### config.mk
export PLATFORM = sky130hd
export DESIGN_NAME = float_multiply_fp32
export DESIGN_NICKNAME = d
export VERILOG_FILES = /design/src/rtl/float_multiply_fp32.sv
export SDC_FILE = /design/constraint.sdc
export NUM_CORES = 2
export LEC_CHECK = 0
export BUFFER_PORTS_ARGS = -buffer_cell sky130_fd_sc_hd__buf_2
export CELL_PAD_IN_SITES_DETAIL_PLACEMENT = 0
export CELL_PAD_IN_SITES_GLOBAL_PLACEMENT = 1
export CORE_MARGIN = 2
export CORE_UTILIZATION = 51
export DETAILED_ROUTE_END_ITERATION = 6
export HOLD_SLACK_MARGIN = 0.15
export PLACE_DENSITY = 0.94
export SLEW_MARGIN = 15
export SYNTH_ARGS = -nofsm -noshare
export SYNTH_HDL_FRONTEND = slang
export SYNTH_SLANG_ARGS = --single-unit
### constraint.sdc
create_clock -name clk -period 4.05 [get_ports clk]
set_input_delay 0.81 -clock clk [delete_from_list [all_inputs] [get_ports clk]]
set_output_delay 0.81 -clock clk [all_outputs]
set_load 0.01 [all_outputs]
### src/rtl/float_multiply_fp32.sv
// Two-stage binary32 multiplier: stage 1 classifies operands and forms the raw
// significand product, stage 2 normalizes, rounds to nearest-even and packs.
module float_multiply_fp32 (
  input  logic        clk,
  input  logic        rst_n,
  input  logic [31:0] IN1,
  input  logic [31:0] IN2,
  output logic [31:0] OUT
);

  typedef enum logic [1:0] {
    CLS_NORMAL = 2'd0,
    CLS_NAN    = 2'd1,
    CLS_INF    = 2'd2,
    CLS_ZERO   = 2'd3
  } op_class_e;

  logic [7:0]  a_exp, b_exp;
  logic [22:0] a_frac, b_frac;
  logic        a_zero, b_zero, a_inf, b_inf, a_nan, b_nan;

  logic               sign_d, sign_q;
  op_class_e          cls_d, cls_q;
  logic signed [9:0]  exp_d, exp_q;
  logic [47:0]        prod_d, prod_q;
  logic [31:0]        out_d, out_q;

  logic [22:0]        mant;
  logic               guard, sticky, round_up;
  logic [23:0]        mant_rnd;
  logic signed [9:0]  exp_norm, exp_rnd;

  assign a_exp  = IN1[30:23];
  assign b_exp  = IN2[30:23];
  assign a_frac = IN1[22:0];
  assign b_frac = IN2[22:0];

  // Subnormal operands are flushed: any zero exponent counts as zero.
  assign a_zero = (a_exp == 8'd0);
  assign b_zero = (b_exp == 8'd0);
  assign a_inf  = (a_exp == 8'hFF) && (a_frac == 23'd0);
  assign b_inf  = (b_exp == 8'hFF) && (b_frac == 23'd0);
  assign a_nan  = (a_exp == 8'hFF) && (a_frac != 23'd0);
  assign b_nan  = (b_exp == 8'hFF) && (b_frac != 23'd0);

  always_comb begin
    sign_d = IN1[31] ^ IN2[31];
    cls_d  = CLS_NORMAL;
    if (a_nan || b_nan || (a_zero && b_inf) || (a_inf && b_zero)) begin
      cls_d = CLS_NAN;
    end else if (a_inf || b_inf) begin
      cls_d = CLS_INF;
    end else if (a_zero || b_zero) begin
      cls_d = CLS_ZERO;
    end
    exp_d  = $signed({2'b00, a_exp}) + $signed({2'b00, b_exp}) - 10'sd127;
    prod_d = {24'd0, 1'b1, a_frac} * {24'd0, 1'b1, b_frac};
  end

  // The product of two [1,2) significands lies in [1,4); bit 47 selects the shift.
  always_comb begin
    if (prod_q[47]) begin
      mant     = prod_q[46:24];
      guard    = prod_q[23];
      sticky   = |prod_q[22:0];
      exp_norm = exp_q + 10'sd1;
    end else begin
      mant     = prod_q[45:23];
      guard    = prod_q[22];
      sticky   = |prod_q[21:0];
      exp_norm = exp_q;
    end
    round_up = guard & (sticky | mant[0]);
    mant_rnd = {1'b0, mant} + {23'd0, round_up};
    exp_rnd  = exp_norm + (mant_rnd[23] ? 10'sd1 : 10'sd0);

    out_d = 32'h0000_0000;
    case (cls_q)
      CLS_NAN:  out_d = 32'h7FC0_0000;
      CLS_INF:  out_d = {sign_q, 8'hFF, 23'h0};
      CLS_ZERO: out_d = {sign_q, 31'h0};
      default: begin
        if (exp_rnd >= 10'sd255) begin
          out_d = {sign_q, 8'hFF, 23'h0};
        end else if (exp_rnd <= 10'sd0) begin
          out_d = {sign_q, 31'h0};
        end else begin
          out_d = {sign_q, exp_rnd[7:0], mant_rnd[22:0]};
        end
      end
    endcase
  end

  always_ff @(posedge clk or negedge rst_n) begin
    if (!rst_n) begin
      sign_q <= 1'b0;
      cls_q  <= CLS_ZERO;
      exp_q  <= 10'sd0;
      prod_q <= 48'd0;
      out_q  <= 32'h0000_0000;
    end else begin
      sign_q <= sign_d;
      cls_q  <= cls_d;
      exp_q  <= exp_d;
      prod_q <= prod_d;
      out_q  <= out_d;
    end
  end

  assign OUT = out_q;

endmodule

==> impl_metrics.yaml <==
detailed_routing:
  detail_route.vias_per_cell: 5.49
  antenna_left: 0
  drcViolationCount: 0
  routed_wl_um: 69800
  vias: 19500
  first_pass_iters: 7
  wire_per_inst_um: 19.7
  drt_iter0_drc: 1748
clock_network:
  htreeDepth: 3
  cts_sinks: 93
  insertion_delay_ps: 350
  cts_buffer_depth: 2
  clkTransAtPathRegs_ps: 70
  cts_buffers: 9
  cts_tree: "built"
  cts_root_buf: "clkbuf_16"
place:
  placed_cells: 3475
  port_buffers: 97
  gp_congestion: 0.990
  hpwlAfterDp_um: 55500
sta:
  slew_headroom_pct: 38.9
  slew_viol_final: 0
  setup_viol: 41
  skew_ps: 9.58
  fin_ws_ps: -2610
  rsz0062_at_grt: "yes"
  fmax_mhz: 150
  period_share_pct: 164
  finalHoldViolations: 0
  worst_slew_pin_slew_ps: 909
  fin_crit_ps: 6660
  holdWs_ps: 405
  tns_ps: -84290
flow_run:
  drv_cap: 0
grt:
  grt_pass1_vias: 21100
  grt_overflow_total: 0
  grt_util_all_layers_pct: 29.7
  grt_pass1_wl_um: 110000
  antenna_found_initial: 1
  grt_max_degree: 39
setup_path:
  reg2regPathDepth: 16
  cp_slowest_stage_delay_ps: 590
  path_buf_inv: 7
  crit_path_frequent_cell: "fa_1"
  crit_family: "adder cells"
  arrival_ps: 6910
  cp.required_ps: 4300
  crit_fanout: 7
  slowest_stage: "fa_1"
  crit_type: "input port to register"
  ff2ff_setup_slack_ps: 160
  end_kind: "register"
  crit_path_cell_trace: "buf_12 > buf_12 > and2_4 > fa_1 > fa_1 > inv_2 > fa_2 > fa_2 > inv_2 > fa_1 > fa_1 > inv_2 > fa_1 > inv_2 > ha_4 > a21oi_1 > o21ai_1 > a21oi_2 > buf_4 > o21ai_4 > o21bai_4 > a2111oi_4 > o311a_1 > nor3_1"
  reg2reg_to: "OUT[22]"
  start_kind: "input port"
  reg2reg_from: "prod_q[47]"
logic_synthesis:
  synth_area_leader_cell: "fa_1"
  yosysWarnings: 0
  ys_ff_latch: 93
  synth_nets: 3341
  yosysUniqueCellTypes: 69
  synthCells: 2596
  synthTopCellsByCount: "inv_1 (592), fa_1 (483), nand2_1 (308)"
  synth.avg_cell_area_um2: 9.05
  ys.flop_type: "dfrtp_1"
  synthTopCellsByArea: "fa_1 (41%), ha_1 (10%), dfrtp_1 (9.7%)"
  synth_most_common_cell: "inv_1"
  synth-edff-count: 0
  synthArstFlopShare_pct: 100
  synth_top_area_share_pct: 41.1
  ys_seq_area_share_pct: 9.91
  synth_area_um2: 23500
final_layout:
  fin_util_pct: 64.5
  final_net_count: 3692
  syn_to_final_growth_pct: 24.7
  instances_no_fill: 3553
  drive_gt1_share_pct: 25.9
floorplanning:
  num_rows: 78
  die_w_um: 219
  dieArea_um2: 47800
  core_um2: 45500
  ios: 98
  start_util_pct: 51.7
  fp.dieH_um: 219
worst_hold_path:
  hold_path_class: "input port to async pin"
outcome:
  status: "finished with violations"
  violations: "setup timing"
[layout make-up]
type / instances / area, um^2
clock buffer: 10 / 239
antenna: 1 / 2.50
fill: 3476 / 16200
timing repair buffer: 455 / 3980
inverter: 595 / 2270
sequential: 93 / 2330
multi-input combinational: 1793 / 19700
clock inverter: 6 / 92.6
tap: 600 / 751
[stage by stage]
step,worst slack [ps],area (um^2)
after global routing,-2730,29300
after detailed placement,-3220,27100
after floorplan,-2470,24500
after CTS,-2480,28900
final,-2610,29300
after global placement,-3080,27100
[worst reg2reg max path: cells and delay by family, from the launching register on]
kind            cells  cell delay, ps
compound gates      5            1460
fa+ha+maj           2             370
buf+inv             1             170
flops               1             450
simple gates        8            1310
[worst max-delay path by stage]
stage          cells past startpoint    endpoint  startpoint  slack, ps
3_3_place_gp                      23  prod_q[47]      IN2[3]      -3080
3_5_place_dp                      23  prod_q[47]     IN1[14]      -3220
4_1_cts                           23  prod_q[40]     IN1[18]      -2480
5_1_grt                           23  prod_q[40]     IN1[18]      -2730
2_1_floorplan                     25  prod_q[47]     IN2[12]      -2470
6_report                          24  prod_q[47]     IN1[18]      -2610
[state kept, by name (all words and copies together), names as in the netlist]
register / cells
exp_q: 10
cls_q: 2
sign_q: 1
OUT: 32
prod_q: 48
[metal layers]
layer  vias to the layer above  track usage [%]  part of all wire (%)
met5                         -                0                     0
met4                         0             12.8                   4.5
met3                       224             5.73                   9.4
met2                      1031             50.1                    48
met1                      9723             37.2                    38
li1                       8530                -                     -
[cells by family after synthesis]
family	share of synthesized area [%]
XOR/XNOR	3.32
AO/OA/AOI/OAI	6.58
AND/OR/NAND/NOR	16.8
multiplexers	0.474
buffers and inverters	11.4
flip-flops	9.91
adder cells (fa/ha/maj)	51.6
[layout by cell type, fill, tap and decap left out, types with 7 or more instances in the layout]
cell type  count
a211oi_1       8
a211oi_2       7
a21o_1        32
a21oi_1       38
a21oi_2       11
and2_1       200
and2_4        50
buf_12        29
buf_2         57
buf_4        300
buf_6         57
buf_8          8
clkbuf_16      9
dfrtp_1       90
fa_1         448
fa_2          35
ha_1         167
ha_4          25
inv_1        535
inv_2         54
mux2i_1       10
nand2_1      291
nand2_2       11
nand3_1       26
nand4_1       18
nor2_1        82
nor2_2        13
nor2b_1       13
nor3_1         9
nor4_1        19
o211ai_1       9
o21a_1         7
o21ai_0       26
o21bai_1       7
xnor2_1       47
xor2_1        36
[repair_timing]
action                                  CTS  global route
gates cloned                              3             0
hold buffers                              0             0
setup buffers                            35            27
endpoints found under the setup margin   51            69
gates resized for setup                 281            82
pin swaps                                98            47
Power is left out: the tool's default activity adds up to more than one toggle a clock period on the data nets, which glitch-free logic cannot reach.
